`config.mk`:
```
export PLATFORM = sky130hd
export DESIGN_NAME = uart_tx_arb
export DESIGN_NICKNAME = d
export VERILOG_FILES = /design/src/rtl/uart_pkg.sv /design/src/rtl/uart_rr_pick.sv /design/src/rtl/uart_tx_arb.sv
export SDC_FILE = /design/constraint.sdc
export NUM_CORES = 1
export LEC_CHECK = 0
export CAP_MARGIN = 20
export CORE_MARGIN = 2
export CORE_UTILIZATION = 31
export DETAILED_ROUTE_END_ITERATION = 8
export GPL_ROUTABILITY_DRIVEN = 0
export PLACE_DENSITY_LB_ADDON = 0.08
export SLEW_MARGIN = 20
export SYNTH_ARGS = -nofsm -noshare
export SYNTH_HDL_FRONTEND = slang
export SYNTH_SLANG_ARGS = --single-unit
```
`constraint.sdc`:
```
create_clock -name clk -period 1.7 [get_ports clk]
set_clock_uncertainty 0.05 [all_clocks]
set_input_delay 0.255 -clock clk [delete_from_list [all_inputs] [get_ports clk]]
set_output_delay 0.255 -clock clk [all_outputs]
set_load 0.01 [all_outputs]
```
`src/rtl/uart_pkg.sv`:
```
// Shared definitions for the UART transmit arbiter: FSM state encoding and byte width.
package uart_pkg;

    localparam int UART_BYTE_W = 8;

    typedef enum logic {
        S_IDLE = 1'b0,
        S_LOCK = 1'b1
    } arb_state_t;

endpackage

```
`src/rtl/uart_rr_pick.sv`:
```
// Combinational round-robin picker: returns the first requester at or after ptr_i,
// wrapping modulo NUM_REQ, as a one-hot grant plus an any-request flag.
module uart_rr_pick
    import uart_pkg::*;
#(
    parameter int NUM_REQ = 4,
    parameter int PTR_W   = $clog2(NUM_REQ)
) (
    input  logic [NUM_REQ-1:0] req_i,
    input  logic [PTR_W-1:0]   ptr_i,
    output logic [NUM_REQ-1:0] grant_o,
    output logic               any_o
);

    logic [PTR_W:0]   sum;
    logic [PTR_W-1:0] k;
    logic [PTR_W-1:0] pick;

    always_comb begin
        any_o   = 1'b0;
        pick    = '0;
        sum     = '0;
        k       = '0;
        grant_o = '0;
        // Walk from the farthest offset down so the nearest valid requester wins.
        for (int j = NUM_REQ - 1; j >= 0; j--) begin
            sum = {1'b0, ptr_i} + (PTR_W + 1)'(j);
            if (sum >= (PTR_W + 1)'(NUM_REQ)) begin
                sum = sum - (PTR_W + 1)'(NUM_REQ);
            end
            k = sum[PTR_W-1:0];
            if (req_i[k]) begin
                pick  = k;
                any_o = 1'b1;
            end
        end
        if (any_o) begin
            grant_o[pick] = 1'b1;
        end
    end

endmodule

```
`src/rtl/uart_tx_arb.sv`:
```
// Packet-locking round-robin arbiter sharing one UART transmitter among NUM_REQ byte streams.
// Optional watchdog release of a stalled lock is enabled by defining UART_ARB_TIMEOUT_EN.
//
//   state  | meaning
//   S_IDLE | no owner; pick next requester round-robin from rr_ptr
//   S_LOCK | granted requester owns the transmitter until its last byte
module uart_tx_arb
    import uart_pkg::*;
#(
    parameter int NUM_REQ        = 4,
    parameter int TIMEOUT_CYCLES = 255
) (
    input  logic                           clk,
    input  logic                           i_rst,
    input  logic [NUM_REQ-1:0]             i_req_valid,
    input  logic [UART_BYTE_W*NUM_REQ-1:0] i_req_data,
    input  logic [NUM_REQ-1:0]             i_req_last,
    output logic [NUM_REQ-1:0]             o_req_ready,
    output logic                           o_tx_valid,
    output logic [UART_BYTE_W-1:0]         o_tx_data,
    input  logic                           i_tx_ready,
    output logic [NUM_REQ-1:0]             o_grant,
    output logic                           o_timeout
);

    localparam int PTR_W = $clog2(NUM_REQ);

    arb_state_t         state_q, state_d;
    logic [NUM_REQ-1:0] grant_q, grant_d;
    logic [PTR_W-1:0]   gidx_q, gidx_d;
    logic [PTR_W-1:0]   rr_ptr_q, rr_ptr_d;
    logic [PTR_W-1:0]   gidx_next;
    logic [PTR_W-1:0]   pick_idx;
    logic [NUM_REQ-1:0] pick_grant;
    logic               pick_any;
    logic               locked;
    logic               xfer;

`ifdef UART_ARB_TIMEOUT_EN
    localparam logic [7:0] WDOG_LIMIT = 8'(TIMEOUT_CYCLES);
    logic [7:0] wdog_q, wdog_d;
    logic       timeout_q, timeout_d;
`endif

    uart_rr_pick #(
        .NUM_REQ (NUM_REQ),
        .PTR_W   (PTR_W)
    ) u_pick (
        .req_i   (i_req_valid),
        .ptr_i   (rr_ptr_q),
        .grant_o (pick_grant),
        .any_o   (pick_any)
    );

    always_comb begin
        pick_idx = '0;
        for (int i = 0; i < NUM_REQ; i++) begin
            if (pick_grant[i]) begin
                pick_idx = PTR_W'(i);
            end
        end
    end

    // Reset gates the datapath so nothing can transfer in the reset cycle.
    assign locked      = (state_q == S_LOCK) && !i_rst;
    assign o_tx_valid  = locked && i_req_valid[gidx_q];
    assign o_tx_data   = locked ? i_req_data[gidx_q*UART_BYTE_W +: UART_BYTE_W] : '0;
    assign o_req_ready = locked ? (grant_q & {NUM_REQ{i_tx_ready}}) : '0;
    assign xfer        = o_tx_valid && i_tx_ready;
    assign o_grant     = grant_q;
    assign gidx_next   = (gidx_q == PTR_W'(NUM_REQ - 1)) ? '0 : gidx_q + 1'b1;

    always_comb begin
        state_d  = state_q;
        grant_d  = grant_q;
        gidx_d   = gidx_q;
        rr_ptr_d = rr_ptr_q;
`ifdef UART_ARB_TIMEOUT_EN
        wdog_d    = wdog_q;
        timeout_d = 1'b0;
`endif
        case (state_q)
            S_IDLE: begin
                if (pick_any) begin
                    state_d = S_LOCK;
                    grant_d = pick_grant;
                    gidx_d  = pick_idx;
`ifdef UART_ARB_TIMEOUT_EN
                    wdog_d  = '0;
`endif
                end
            end
            S_LOCK: begin
                if (xfer) begin
`ifdef UART_ARB_TIMEOUT_EN
                    wdog_d = '0;
`endif
                    if (i_req_last[gidx_q]) begin
                        state_d  = S_IDLE;
                        grant_d  = '0;
                        rr_ptr_d = gidx_next;
                    end
                end
`ifdef UART_ARB_TIMEOUT_EN
                else if (wdog_q + 8'd1 == WDOG_LIMIT) begin
                    state_d   = S_IDLE;
                    grant_d   = '0;
                    rr_ptr_d  = gidx_next;
                    wdog_d    = '0;
                    timeout_d = 1'b1;
                end else begin
                    wdog_d = wdog_q + 8'd1;
                end
`endif
            end
            default: begin
                state_d = S_IDLE;
                grant_d = '0;
            end
        endcase
    end

    always_ff @(posedge clk) begin
        if (i_rst) begin
            state_q   <= S_IDLE;
            grant_q   <= '0;
            gidx_q    <= '0;
            rr_ptr_q  <= '0;
`ifdef UART_ARB_TIMEOUT_EN
            wdog_q    <= '0;
            timeout_q <= 1'b0;
`endif
        end else begin
            state_q   <= state_d;
            grant_q   <= grant_d;
            gidx_q    <= gidx_d;
            rr_ptr_q  <= rr_ptr_d;
`ifdef UART_ARB_TIMEOUT_EN
            wdog_q    <= wdog_d;
            timeout_q <= timeout_d;
`endif
        end
    end

`ifdef UART_ARB_TIMEOUT_EN
    assign o_timeout = timeout_q;
`else
    assign o_timeout = 1'b0;
`endif

endmodule
```
==> summary.md, run 1 <==
| Metric | Value |
|---|---|
| Status | complete, but fails checks |
| Failing checks | setup timing |
| Crit path kind | reg2out |
| Switching pwr | 0.0001915 W |
| CTS root buffer | clkbuf_4 |
| Fin crit period | 1879 ps |
| CP cell instances | buf_12, mux4_2, and2_4, buf_6 |
| Min-Delay Path Class | reg2reg |
| Fmax | around 530 MHz |
| Maximum number of pins on one net before global-route repair | 14 |
| # H-tree levels | 1 |
| Setup TNS | -1416 ps |
| Antenna violations before repair | 0 |
| Routed Antenna Nets | 0 |
| Sink Count | 9 |
| Final hold violations | 0 |
| TritonCTS Buffers | 3 |
| Final worst-path cycle share | 1.105 |
| Total grt overflow | 0 |
| Mux contribution to synthesized area | 0.3024 |
| Largest family of logic cells by synthesized area | multiplexers |
| Post-synth ARST share | 0 |
| Total wire length | 2939 um |
| Detailed-placement wirelength estimate | 2254 um |
| Area of the mapped netlist | 835.8 sq um |
| Die ar. | about 3100 sq um |
| Worst vdd ir | 0.0003908 V |
| Pint | 0.0005237 W |
| Warnings from Yosys | 0 |
| IO Pins | 61 |
| Synth Instances | 80 |
| Xor and xnor area share after synthesis | 0 |
| Post-layout util | 0.6498 |
| Routed len/inst | between 15 and 20 um |
| Die width | 55.93 um |
| Synth Area in Simple Gates | 0.2695 |
| Row cnt | 18 |
| Starting Density | 0.3313 |
| CP max-delay cell | mux4_2 |
| Pre-CTS WS | -519.2 ps |
| Crit path required time | 1390 ps |
| CTS tree | yes |
| Crit path max fanout | 5 |
| EDFF count, synth | 0 |
| Yosys top cell by area | dfxtp_1 |
| Startpoint class of the critical path | register |
| Slew Viols, Final | 0 |
| GRT Total Usage | 0.1907 |
| Seq/Total Area, Yosys | 0.2156 |
| Setup-failing EPs final | 9 |
| Reg clk slew, reported paths | 70 ps |
| Post-synth top area share | 0.2156 |
| Ant diodes | 0 |
| Clk network pwr share | 0.244 |
| Yosys reg bits | 9 |
| Vias per cell | about 5.1 |
| Vias in the first global route | 950 |
| Post-synth top cells | 9 x dfxtp_1, 8 x and2_1, 8 x mux4_2, 5 x nor2_1 |
| Top area cells in the synthesized netlist | dfxtp_1 22%, mux4_2 22%, mux4_1 6.3%, and2_1 6.0%, o32ai_2 3.9% |
| Final #Nets | 200 |
| Total iterations of the first detailed-routing run | 4 |
| Seq pwr share | 0.321 |
| Vias | 947 |
| Clock Path Buffers | 2 |
| Port buffer count | 59 |
| Critical Path End Type | output port |
| Netlist cell types | 34 |
| Core area | 2522 sq um |
| Skew-Pair Late Insertion Delay | 270 ps |
| Residual DRC | 0 |
| First-pass GRT wire length | 4671 um |
| Synth Area in Adders | 0.01497 |
| DIE HEIGHT | 55.93 um |
| Net Count, Synth | roughly 120 |
| Top-count cell post-synth | dfxtp_1 |
| Top FF cell, synth | dfxtp_1 |
| Combinational share of power | 0.435 |
| Initial DRC count | 26 |
| P_leak | 0.6817 nW |
| Switching part of the total power | 0.2678 |
| Max-cap violations | 0 |
| Layout cell share with drive strength beyond 1 | 0.3355 |
| Slowest Stage Delay on Critical Path | around 500 ps |
| Setup slack after layout | -179.3 ps |
| Power per standard cell area | 436.3 nW/um^2 |
| Worst Path Arrival | 1570 ps |
| Synth Area in Compound Gates | 0.1257 |
| RSZ-0062 raised after global routing | yes |
| Average cell area after synthesis | 10.45 sq um |
| Area growth from synthesis to layout | 96.11% |
==> path summary, 6_finish.rpt <==
kind | to | slack, ps | cells after the start | from
worst max-delay path | o_tx_data[3] | -180 | 4 | gidx_q[0]
worst min-delay path | o_grant[1] | 470 | 2 | o_grant[1]
worst max register to register | rr_ptr_q[0] | 30 | 6 | gidx_q[0]
worst min register to register | o_grant[1] | 470 | 2 | o_grant[1]
==> routing by layer <==
layer	up-vias	routed length, um	global-route usage
met5	-	0	0
met4	0	29	0.05102
met2	40	1501	0.3401
li1	455	-	-
met1	448	1243	0.2307
met3	4	165	0.04186
==> area by class of cell <==
| class | instances | area [sq um] |
|---|---|---|
| inverter | 1 | 3.754 |
| clock buffer | 4 | 26.28 |
| sequential | 9 | 183.9 |
| tap | 30 | 37.54 |
| multi-input combinational | 63 | 608.1 |
| timing repair buffer | 78 | 779.5 |
| fill | 209 | 883.3 |
==> sequential cells by signal (all words and copies together), names as in the netlist <==
name / cells
gidx_q: 2
o_grant: 4
rr_ptr_q: 2
state_q: 1
==> cells in the final DEF (no fill, tap or decap), types with 2 or more instances in the layout <==
master,n
nor2b_1,4
buf_2,3
and2_1,3
clkdlybuf4s15_1,4
nand2b_1,2
buf_6,9
o32ai_1,2
mux4_2,10
and3_1,4
dlymetal6s2s_1,4
dfxtp_1,8
buf_4,14
o32ai_2,2
and2_4,6
nand2_1,2
clkbuf_4,3
clkdlybuf4s50_1,42
nor2_1,5
mux2i_1,2
nor3_1,2
a21oi_1,3
nand3b_1,4
==> metrics by stage <==
step | cells | instance area, sq um | power [W] | hold slack [ps]
floorplan | 80 | 835.8 | 0.0003457 | 406.8
global placement | 178 | 1544 | 0.0005155 | 454.1
detailed placement | 178 | 1544 | 0.0005226 | 462.9
CTS | 185 | 1578 | 0.0007064 | 477.6
global route | 185 | 1639 | 0.0007495 | 497.7
finish | 185 | 1639 | 0.0007152 | 474.9
==> timing repair <==
action | 4_1_cts | 5_1_grt
pin swaps | 8 | 6
setup endpoints to repair | 20 | 19
buffers inserted | 2 | 0
cloned | 1 | 0
hold buffers | 0 | 0
gates resized for setup | 52 | 19
==> worst max-delay path: cells and delay by family, from the launching register on <==
| kind | cells | cell delay (ps) |
|---|---|---|
| buffers and inverters | 2 | 240 |
| flip-flops | 1 | 410 |
| multiplexers | 1 | 500 |
| AND/OR/NAND/NOR | 1 | 150 |
==> power groups by stage <==
stage	clock network (W)	logic, W	registers (W)
6_report	0.000175	0.000311	0.000229
5_1_grt	0.000187	0.000332	0.000230
4_1_cts	0.000178	0.000299	0.000229
3_5_place_dp	0	0.000290	0.000233
3_3_place_gp	0	0.000283	0.000233
2_1_floorplan	0	0.000112	0.000234
==> kinds of logic (layout without fill, tap and decap cells) <==
| family | count (synthesis) | count (layout) |
|---|---|---|
| other | 1 | 1 |
| AND/OR/NAND/NOR | 37 | 37 |
| buffers and inverters | 8 | 83 |
| adder cells (fa/ha/maj) | 1 | 1 |
| AO/OA/AOI/OAI | 12 | 12 |
| multiplexers | 12 | 12 |
| flip-flops | 9 | 9 |
(Power assumes the default switching activity.)
==> run 2: changes to the inputs <==
--- a/config.mk
+++ b/config.mk
@@ -5,7 +5,7 @@
 export SDC_FILE = /design/constraint.sdc
 export NUM_CORES = 1
 export LEC_CHECK = 0
-export CAP_MARGIN = 20
+export CAP_MARGIN = 25
 export CORE_MARGIN = 2
 export CORE_UTILIZATION = 31
 export DETAILED_ROUTE_END_ITERATION = 8
==> constraint.sdc (replaced) <==
create_clock -name clk -period 1.7 [get_ports clk]
set_clock_uncertainty 0.05 [all_clocks]
set_input_delay 0.255 -clock clk [delete_from_list [all_inputs] [get_ports clk]]
set_output_delay 0.255 -clock clk [all_outputs]
set_load 0.02 [all_outputs]
==> summary.md, run 2 (synthesis results as in run 1) <==
| Metric | Value |
|---|---|
| Fin crit period | 1889 ps (+9.267 ps) |
| Maximum number of pins on one net before global-route repair | 14 (unchanged) |
| Vias | 931 (-1.7%) |
| Antenna violations before repair | 0 (unchanged) |
| Worst vdd ir | 0.0004060 V (+3.9%) |
| Max-cap violations | 0 (unchanged) |
| CTS tree | yes |
| Core area | 2522 sq um (unchanged) |
| Reg clk slew, reported paths | 70 ps (about the same) |
| Routed Antenna Nets | 0 (unchanged) |
| Routed len/inst | 16.00 um (+0.71%) |
| TritonCTS Buffers | 3 (unchanged) |
| Most common cell after layout, fill and taps aside | clkdlybuf4s50_1 |
| Final hold violations | 0 (unchanged) |
| Crit path kind | reg2out |
| CP max-delay cell | mux4_2 |
| Ant diodes | 0 (unchanged) |
| Status | complete, but fails checks |
| First-pass GRT wire length | 4761 um (+1.9%) |
| Max reg flops | 4 (unchanged) |
| P_leak | 0.6940 nW (+1.8%) |
| Final worst-path cycle share | 1.111 (+0.005451) |
| RSZ-0062 raised after global routing | yes |
| Layout cell share with drive strength beyond 1 | 0.3701 (+0.03465) |
| CP cell instances | buf_12, mux4_2, and2_4, buf_6 |
| CTS root buffer | clkbuf_4 |
| Placed cell count | 178 (unchanged) |
| Row cnt | 18 (unchanged) |
| Total grt overflow | 0 (unchanged) |
| Sink Count | 9 (unchanged) |
| Slew Viols, Final | 0 (unchanged) |
| DIE HEIGHT | 55.93 um (unchanged) |
| Vias in the first global route | 957 (+0.74%) |
| Skew-Pair Late Insertion Delay | 270 ps (about the same) |
| Startpoint class of the critical path | register |
| IO Pins | 61 (unchanged) |
| Total iterations of the first detailed-routing run | 4 (unchanged) |
| Power per standard cell area | 446.8 nW/um^2 (+2.4%) |
| Setup TNS | -1651 ps (-235.1 ps) |
| Die width | 55.93 um (unchanged) |
| # H-tree levels | 1 (unchanged) |
| Hold_buf cts | 0 (unchanged) |
| Starting Density | 0.3313 (unchanged) |
| Final #Nets | 199 (-0.50%) |
| Port buffer count | 59 (unchanged) |
| Area growth from synthesis to layout | 97.31% |
| Setup slack after layout | -188.6 ps (-9.267 ps) |
| GRT Total Usage | 0.1941 (+0.003388) |
| Min-Delay Path Class | reg2reg |
| Post-layout util | 0.6538 (+0.003968) |
| Crit path max fanout | 5 (unchanged) |
| Total wire length | 2944 um (+0.17%) |
| Critical Path End Type | output port |
| Most frequent cells in the layout | 42 x clkdlybuf4s50_1, 13 x buf_4, 11 x buf_6 |
| Fmax | 529.5 MHz (-0.49%) |
| Failing checks | setup timing |
| Initial DRC count | 30 (+15%) |
| R2R cell count | 5 (-1) |
| Tot Pwr | 0.0007367 W (+3.0%) |
| Cells on Worst Hold Path | 2 (unchanged) |
| Worst Path Arrival | 1580 ps (about the same) |
| Crit path required time | 1390 ps (about the same) |
| Setup-failing EPs final | 11 (+2) |
| Slowest Stage Delay on Critical Path | 500 ps (about the same) |
| Clock Path Buffers | 2 (unchanged) |
| Residual DRC | 0 (unchanged) |
| Finished Layout Cells | 184 (-0.54%) |
| Detailed-placement wirelength estimate | 2254 um (unchanged) |
| Final Hold Slack | 476.9 ps (+2.000 ps) |
| Die ar. | 3128 sq um (unchanged) |
| Vias per cell | 5.060 (-1.2%) |
[run 2: cell types whose count changed in the layout (fill, tap and decap cells not counted)]
| cell | previous run | this run |
|---|---|---|
| mux4_2 | 10 | 9 |
| buf_4 | 14 | 13 |
| and2_4 | 6 | 9 |
| buf_12 | 1 | 2 |
| clkdlybuf4s15_1 | 4 | 0 |
| buf_2 | 3 | 4 |
| and2_1 | 3 | 0 |
| mux4_1 | 0 | 1 |
| and4_4 | 1 | 0 |
| and4_2 | 0 | 1 |
| buf_6 | 9 | 11 |
[run 2: path summary, 6_finish.rpt]
path | startpoint | to | slack, ps
worst max-delay path | gidx_q[0] | o_tx_data[3] | -190
worst min-delay path | o_grant[1] | o_grant[1] | 480
worst max register to register | gidx_q[0] | rr_ptr_q[0] | -110
worst min register to register | o_grant[1] | o_grant[1] | 480
[run 2: critical path: cells and delay by family, from the launching register on]
kind | cells | cell delay [ps]
muxes | 1 | 500
buffers and inverters | 2 | 250
and+or+nand+nor | 1 | 150
DFF | 1 | 400
[run 2: final cells by class]
cell class	count	area, sq um
well taps	30	37.54
flip-flops and latches	9	183.9
multi-input cells	63	618.1
inverters	1	3.754
clock buffers	4	26.28
fillers	210	873.3
repair buffers	77	779.5
[run 2: report_power, final]
| part | internal, W | switching (W) |
|---|---|---|
| Combinational | 0.000221 | 0.000113 |
| Sequential | 0.000220 | 0.00000957 |
| Clock | 0.0000908 | 0.0000833 |
[run 2: metrics by stage]
| stage | worst slack [ps] | area [sq um] |
|---|---|---|
| global placement | -536.4 | 1544 |
| detailed placement | -578.5 | 1544 |
| floorplan | 77.32 | 835.8 |
| global route | -231.4 | 1649 |
| finish | -188.6 | 1649 |
| CTS | -205.8 | 1657 |
[run 2: timing repair]
| item | 4_1_cts | 5_1_grt |
|---|---|---|
| pin swaps | 9 | 3 |
| resized for setup | 80 | 10 |
| gates cloned | 1 | 0 |
| setup endpoints to repair | 20 | 20 |
| setup buffers | 1 | 0 |
[run 2: metal layers]
metal / vias up / wire [um] / part of all wire / GRT usage
met2: 37 / 1483 / 0.50 / 0.3469
met5: - / 0 / 0 / 0
met3: 4 / 159 / 0.054 / 0.04186
met1: 436 / 1274 / 0.43 / 0.2350
li1: 454 / - / - / -
met4: 0 / 27 / 0.0092 / 0.05102
